===== config.mk =====
export PLATFORM = sky130hd
export DESIGN_NAME = wash_unit_timer
export DESIGN_NICKNAME = d
export VERILOG_FILES = /design/src/rtl/wash_unit_timer.sv
export SDC_FILE = /design/constraint.sdc
export NUM_CORES = 1
export LEC_CHECK = 0
export CORE_AREA = 2 2 39 41
export CTS_BUF_LIST = sky130_fd_sc_hd__clkbuf_8
export DETAILED_ROUTE_END_ITERATION = 8
export DIE_AREA = 0 0 41 43
export PLACE_DENSITY = 0.76
export SLEW_MARGIN = 20
export SYNTH_ARGS = -nofsm -noshare
export SYNTH_HDL_FRONTEND = slang
export SYNTH_SLANG_ARGS = --single-unit

===== constraint.sdc =====
create_clock -name clk -period 3.03 [get_ports clk]
set_input_delay 0.909 -clock clk [delete_from_list [all_inputs] [get_ports clk]]
set_output_delay 0.909 -clock clk [all_outputs]
set_load 0.01 [all_outputs]

===== src/rtl/wash_unit_timer.sv =====
// rtl/wash_unit_timer.sv - unit time-base with prescaler, saturating unit counter and threshold flags
module wash_unit_timer #(
  parameter int TICKS_PER_UNIT = 100,
  parameter int UNIT_W         = 3
) (
  input  logic              clk,
  input  logic              reset_n,
  input  logic              reset_timer,
  input  logic              timer_stop,
  output logic              done_1u,
  output logic              done_2u,
  output logic              done_5u,
  output logic [UNIT_W-1:0] unit_count,
  output logic              unit_tick
);

  // Prescaler width; a single-tick unit still needs a 1-bit register that simply stays 0.
  localparam int PRE_W = (TICKS_PER_UNIT > 1) ? $clog2(TICKS_PER_UNIT) : 1;
  localparam logic [PRE_W-1:0]  PRE_MAX  = PRE_W'(TICKS_PER_UNIT - 1);
  localparam logic [UNIT_W-1:0] UNIT_MAX = {UNIT_W{1'b1}};

  logic [PRE_W-1:0] prescaler;
  logic             unit_edge;

  // A unit boundary is reached on a run edge whose prescaler sits at its last tick.
  assign unit_edge = (prescaler == PRE_MAX);

  // Prescaler: clear beats stop, stop freezes partial-unit progress, otherwise wrap per unit.
  always_ff @(posedge clk or negedge reset_n) begin
    if (!reset_n) begin
      prescaler <= '0;
    end else if (!reset_timer) begin
      prescaler <= '0;
    end else if (timer_stop) begin
      prescaler <= prescaler;
    end else if (unit_edge) begin
      prescaler <= '0;
    end else begin
      prescaler <= prescaler + PRE_W'(1);
    end
  end

  // Unit counter saturates at all-ones; the tick still pulses at every unit boundary.
  always_ff @(posedge clk or negedge reset_n) begin
    if (!reset_n) begin
      unit_count <= '0;
      unit_tick  <= 1'b0;
    end else if (!reset_timer) begin
      unit_count <= '0;
      unit_tick  <= 1'b0;
    end else if (timer_stop) begin
      unit_count <= unit_count;
      unit_tick  <= 1'b0;
    end else if (unit_edge) begin
      unit_count <= (unit_count == UNIT_MAX) ? UNIT_MAX : unit_count + UNIT_W'(1);
      unit_tick  <= 1'b1;
    end else begin
      unit_count <= unit_count;
      unit_tick  <= 1'b0;
    end
  end

  // Threshold flags decode the registered count directly so a clear is visible next cycle.
  always_comb begin
    done_1u = (unit_count >= UNIT_W'(1));
    done_2u = (unit_count >= UNIT_W'(2));
    done_5u = (unit_count >= UNIT_W'(5));
  end

endmodule


# [After elaboration in Yosys (flattened, before gate mapping)]
# Index checks and enable logic that the tools add are counted.
[classes] addsub=2 magnitude_cmp=3 eq_ne=4 n_mux=10 n_reduce_logical=1
[op_table] operator="$mux W7" n=3
[op_table] operator="$mux W3" n=4
[op_table] operator="$add A7 B1 Y7 const B" n=1
[op_table] operator="$eq A7 B7 Y1 const B" n=1
[op_table] operator="$add A3 B1 Y3 const B" n=1
[op_table] operator="$eq A3 B3 Y1 const B" n=1
[op_table] operator="$ge A3 B1 Y1 const B" n=1
[op_table] operator="$ge A3 B2 Y1 const B" n=1
[op_table] operator="$ge A3 B3 Y1 const B" n=1
[op_table] operator="$mux W1" n=3
[op_table] operator="$ne A2 B1 Y1 const B" n=1
[op_table] operator="$ne A2 B2 Y1 const B" n=1
[op_table] operator="$reduce_and A2 Y1" n=1
[word_totals] register_bits=11 inputBits=4 output_inout_bits=7 elab_cells=23

# [Logic depth before layout (Yosys ltp)]
[logic_depth] word_depth=5 ltp_mapped=5 ltp_nobuf=5

# [Least setup slack after synthesis]
# Ideal clock, no wire load.
[synth_path] path_kind="register -> output" startpoint="register unit_count[1]" endpoint="output port done_1u" arrival_time_ns=1.066 required_ns=2.121 path_slack_ns=1.055 path_stages_with_launch=4 n_path_buf=0 path_cell_list="dfrtp_1 -> inv_1 -> ha_1 -> or3_1"
[synth_via] elab_chain_len=1
[synth_rtl] item="from (decl)" line="13" rtl="output logic [UNIT_W-1:0] unit_count,"
[synth_rtl] item="from (signal assigned)" line="52" rtl="unit_count <= unit_count;"
[synth_rtl] item="from (signal assigned)" line="55" rtl="unit_count <= (unit_count == UNIT_MAX) ? UNIT_MAX : unit_count + UNIT_W'(1);"
[synth_rtl] item="from (signal assigned)" line="58" rtl="unit_count <= unit_count;"
[synth_rtl] item="$ge A3 B1 Y1" line="65" rtl="done_1u = (unit_count >= UNIT_W'(1));"
[synth_rtl] item="to (decl)" line="10" rtl="output logic done_1u,"
# Every way passes these cells.

# [Worst setup path in the final report]
# Ends and elaborated chain as after synthesis.

==> impl_metrics.json <==
{
  "outcome": "finished clean",
  "drive_gt1_share_pct": 16.5,
  "clock_latency_ns": 0.25,
  "seqPwrFrac_pct": 46.7,
  "p_int_uw": 248,
  "muxShareOfSynthArea_pct": 0,
  "timing.final.crit_share_pct": 88.1,
  "core_region_area_sq_um": 1380,
  "hp-class": "reg -> reg",
  "htree_levels": 1,
  "yosysMostFrequentCell": "dfrtp_1",
  "worst_slew_pin_slew_ns": 0.485,
  "multiInputGateArea_sq_um": 380,
  "fp.dieW_um": 41,
  "synthTopCellsByArea": "dfrtp_1 (41%), ha_1 (5.6%), o21ai_0 (4.5%)",
  "synthSimpleGateAreaFrac_pct": 28.1,
  "post_cts_buffers": 0,
  "clk_pin_slew_ns": 0.05,
  "whs_ns": 0.591,
  "synth_top_family_by_area": "simple AND/OR/NAND/NOR gates",
  "critical_path_required_ns": 2.12,
  "numPortBuffers": 10,
  "antenna_found_initial": 0,
  "start_util_pct": 48.6,
  "wire_per_inst_um": 14.9,
  "synth_xor_area_share_pct": 2.61,
  "power.leakage_uw": 0.000369,
  "nFillCells": 121,
  "setup.worst_path.end_class": "output port",
  "hold_buffers": 0,
  "drt_iter0_markers": 15,
  "synth_edf_count": 0,
  "seq_area_sq_um": 275,
  "routed_wl_um": 1410,
  "cts_tree": "built",
  "power_switching_uw": 76.2,
  "drtAntennaViolNets": 0,
  "place.gp.congestion": 0.707,
  "syn_inst": 65,
  "hold_viol_final": 0,
  "synth_area_per_cell_sq_um": 10.3,
  "yosys_warnings": 0,
  "vias_per_cell": 5.80,
  "grt_max_degree": 14,
  "finClkSkew_ns": 0.00524,
  "ctsResizeCount": 0,
  "cts.sinks": 11,
  "power_density_nw_per_um2": 385,
  "ys.flop_type": "dfrtp_1",
  "path_class": "reg -> out",
  "slew_viol_final": 0,
  "timing.final.ws_setup_ns": 0.359,
  "syn-num-nets": 72,
  "netlist-cell-type-count": 30,
  "setup_tns_ns": 0,
  "yosysSeqAreaShare_pct": 41.0,
  "grt_pass1_wl_um": 2370,
  "async_reset_ff_share_pct": 100,
  "clk_path_buf_depth": 2,
  "setup_violations": 0,
  "fmax_mhz": 374,
  "grt_util_all_layers_pct": 20.4,
  "cp_slowest_stage_delay_ns": 0.49,
  "slew_headroom_pct": 67.6,
  "post-place-ws_ns": 0.566,
  "cap_violations": 0,
  "num_antenna_cells": 0,
  "synth-adder-area-share_pct": 5.59,
  "cts-root-buf": "clkbuf_8",
  "synthesis.area_sq_um": 672,
  "die_y_um": 43,
  "grt_pass1_vias": 516,
  "share_clk_of_total_power_pct": 46.5,
  "post-dp-hpwl_um": 1040,
  "switching_share_pct": 23.5,
  "combPwrFrac_pct": 6.8,
  "cp_max_fo": 7,
  "yosys-top-cells-count": "dfrtp_1 (11), o21ai_0 (6), nand2_1 (5)",
  "ios": 11,
  "cts_made_buffers": 3,
  "grt_overflow": 0,
  "critPathArrivalTime_ns": 1.76,
  "via_count": 551,
  "crit_slowest_cell": "clkdlybuf4s50_1",
  "fin_crit_ns": 2.67,
  "synth_compound_area_share_pct": 20.3,
  "worstPathCellList": "inv_1, ha_1, or3_1, clkdlybuf4s50_1",
  "rsz0062_at_grt": "false",
  "peakVddDrop_mv": 0.225,
  "ys_ff_latch": 11,
  "post-route-drc-count": 0,
  "num_rows": 14,
  "syn_to_final_growth_pct": 25.5,
  "dieArea_sq_um": 1760,
  "dr.pass1.iters": 3,
  "yosysTopAreaCell": "dfrtp_1",
  "nNetsFinal": 87,
  "worstSetupStartpointType": "flop",
  "synth_top_area_share_pct": 41.0
}
[cell families (layout without fill, tap and decap cells)]
kind of cell	count (synthesis)	after routing
and+or+nand+nor	27	27
AOI/OAI and AO/OA	18	18
DFF	11	11
buffers and inverters	4	18
adders and majority gates	3	3
xor gates and xnor gates	2	2
[state kept, by name (all words and copies together) (netlist names)]
name	cells
unit_tick	1
prescaler	7
unit_count	3
[area by class of cell]
| type | instances | area share (%) |
|---|---|---|
| Timing Repair Buffer | 12 | 13.6 |
| Sequential cell | 11 | 32.6 |
| Inverter | 2 | 0.890 |
| Clock inverter | 1 | 0.445 |
| Multi-Input combinational cell | 50 | 45.1 |
| Clock buffer | 3 | 4.90 |
| Tap cell | 16 | 2.37 |
[metal layers]
| metal | up-vias | routed length [um] | global-route usage, % |
|---|---|---|---|
| met1 | 274 | 654 | 25.2 |
| li1 | 267 | - | - |
| met3 | 3 | 34 | 4.71 |
| met2 | 7 | 694 | 30.6 |
| met4 | 0 | 29 | 12.0 |
| met5 | - | 0 | 0 |
[critical path, delay by kind of cell (launching register included)]
kind / cells / cell delay, ns
buf+inv: 2 / 0.55
flops: 1 / 0.42
simple gates: 1 / 0.35
fa+ha+maj: 1 / 0.19
[path summary, 6_finish.rpt]
kind / start / endpoint / slack [ns] / cells after the start
worst max-delay path: unit_count[1] / done_1u / 0.36 / 4
min in group asynchronous: reset_n / unit_tick / 0.99 / 1
worst max register to register: prescaler[0] / prescaler[6] / 1.45 / 4
worst min register to register: prescaler[1] / prescaler[1] / 0.59 / 2
max in group asynchronous: reset_n / prescaler[3] / 1.71 / 1
worst min-delay path: prescaler[1] / prescaler[1] / 0.59 / 2
[power by group through the flow]
stage / combinational (uW) / clock [uW] / sequential, uW
after detailed placement: 22.1 / 0 / 154
after global routing: 25.3 / 158 / 152
after floorplan: 11.2 / 0 / 153
final: 22.1 / 151 / 152
after global placement: 21.6 / 0 / 154
after CTS: 22.5 / 152 / 151
[placed cells by master, fill, tap and decap left out, drive strengths merged, types with 3 or more instances in the layout]
cell / netlist / final
inv: 2 / 3
dfrtp: 11 / 11
o21ai: 6 / 6
ha: 3 / 3
o31ai: 3 / 3
and2: 4 / 4
clkdlybuf4s50: 0 / 10
a21boi: 3 / 3
nand2: 6 / 6
clkbuf: 1 / 3
[metrics by stage]
stage	util (%)	cell area (sq um)	power, uW	cells
CTS	60.9	843	325	95
floorplan	-	672	165	65
detailed placement	57.7	798	176	91
global route	60.9	843	335	95
finish	60.9	843	325	95
global placement	57.7	798	175	91
Note: power is estimated with default switching activity, not from simulation.
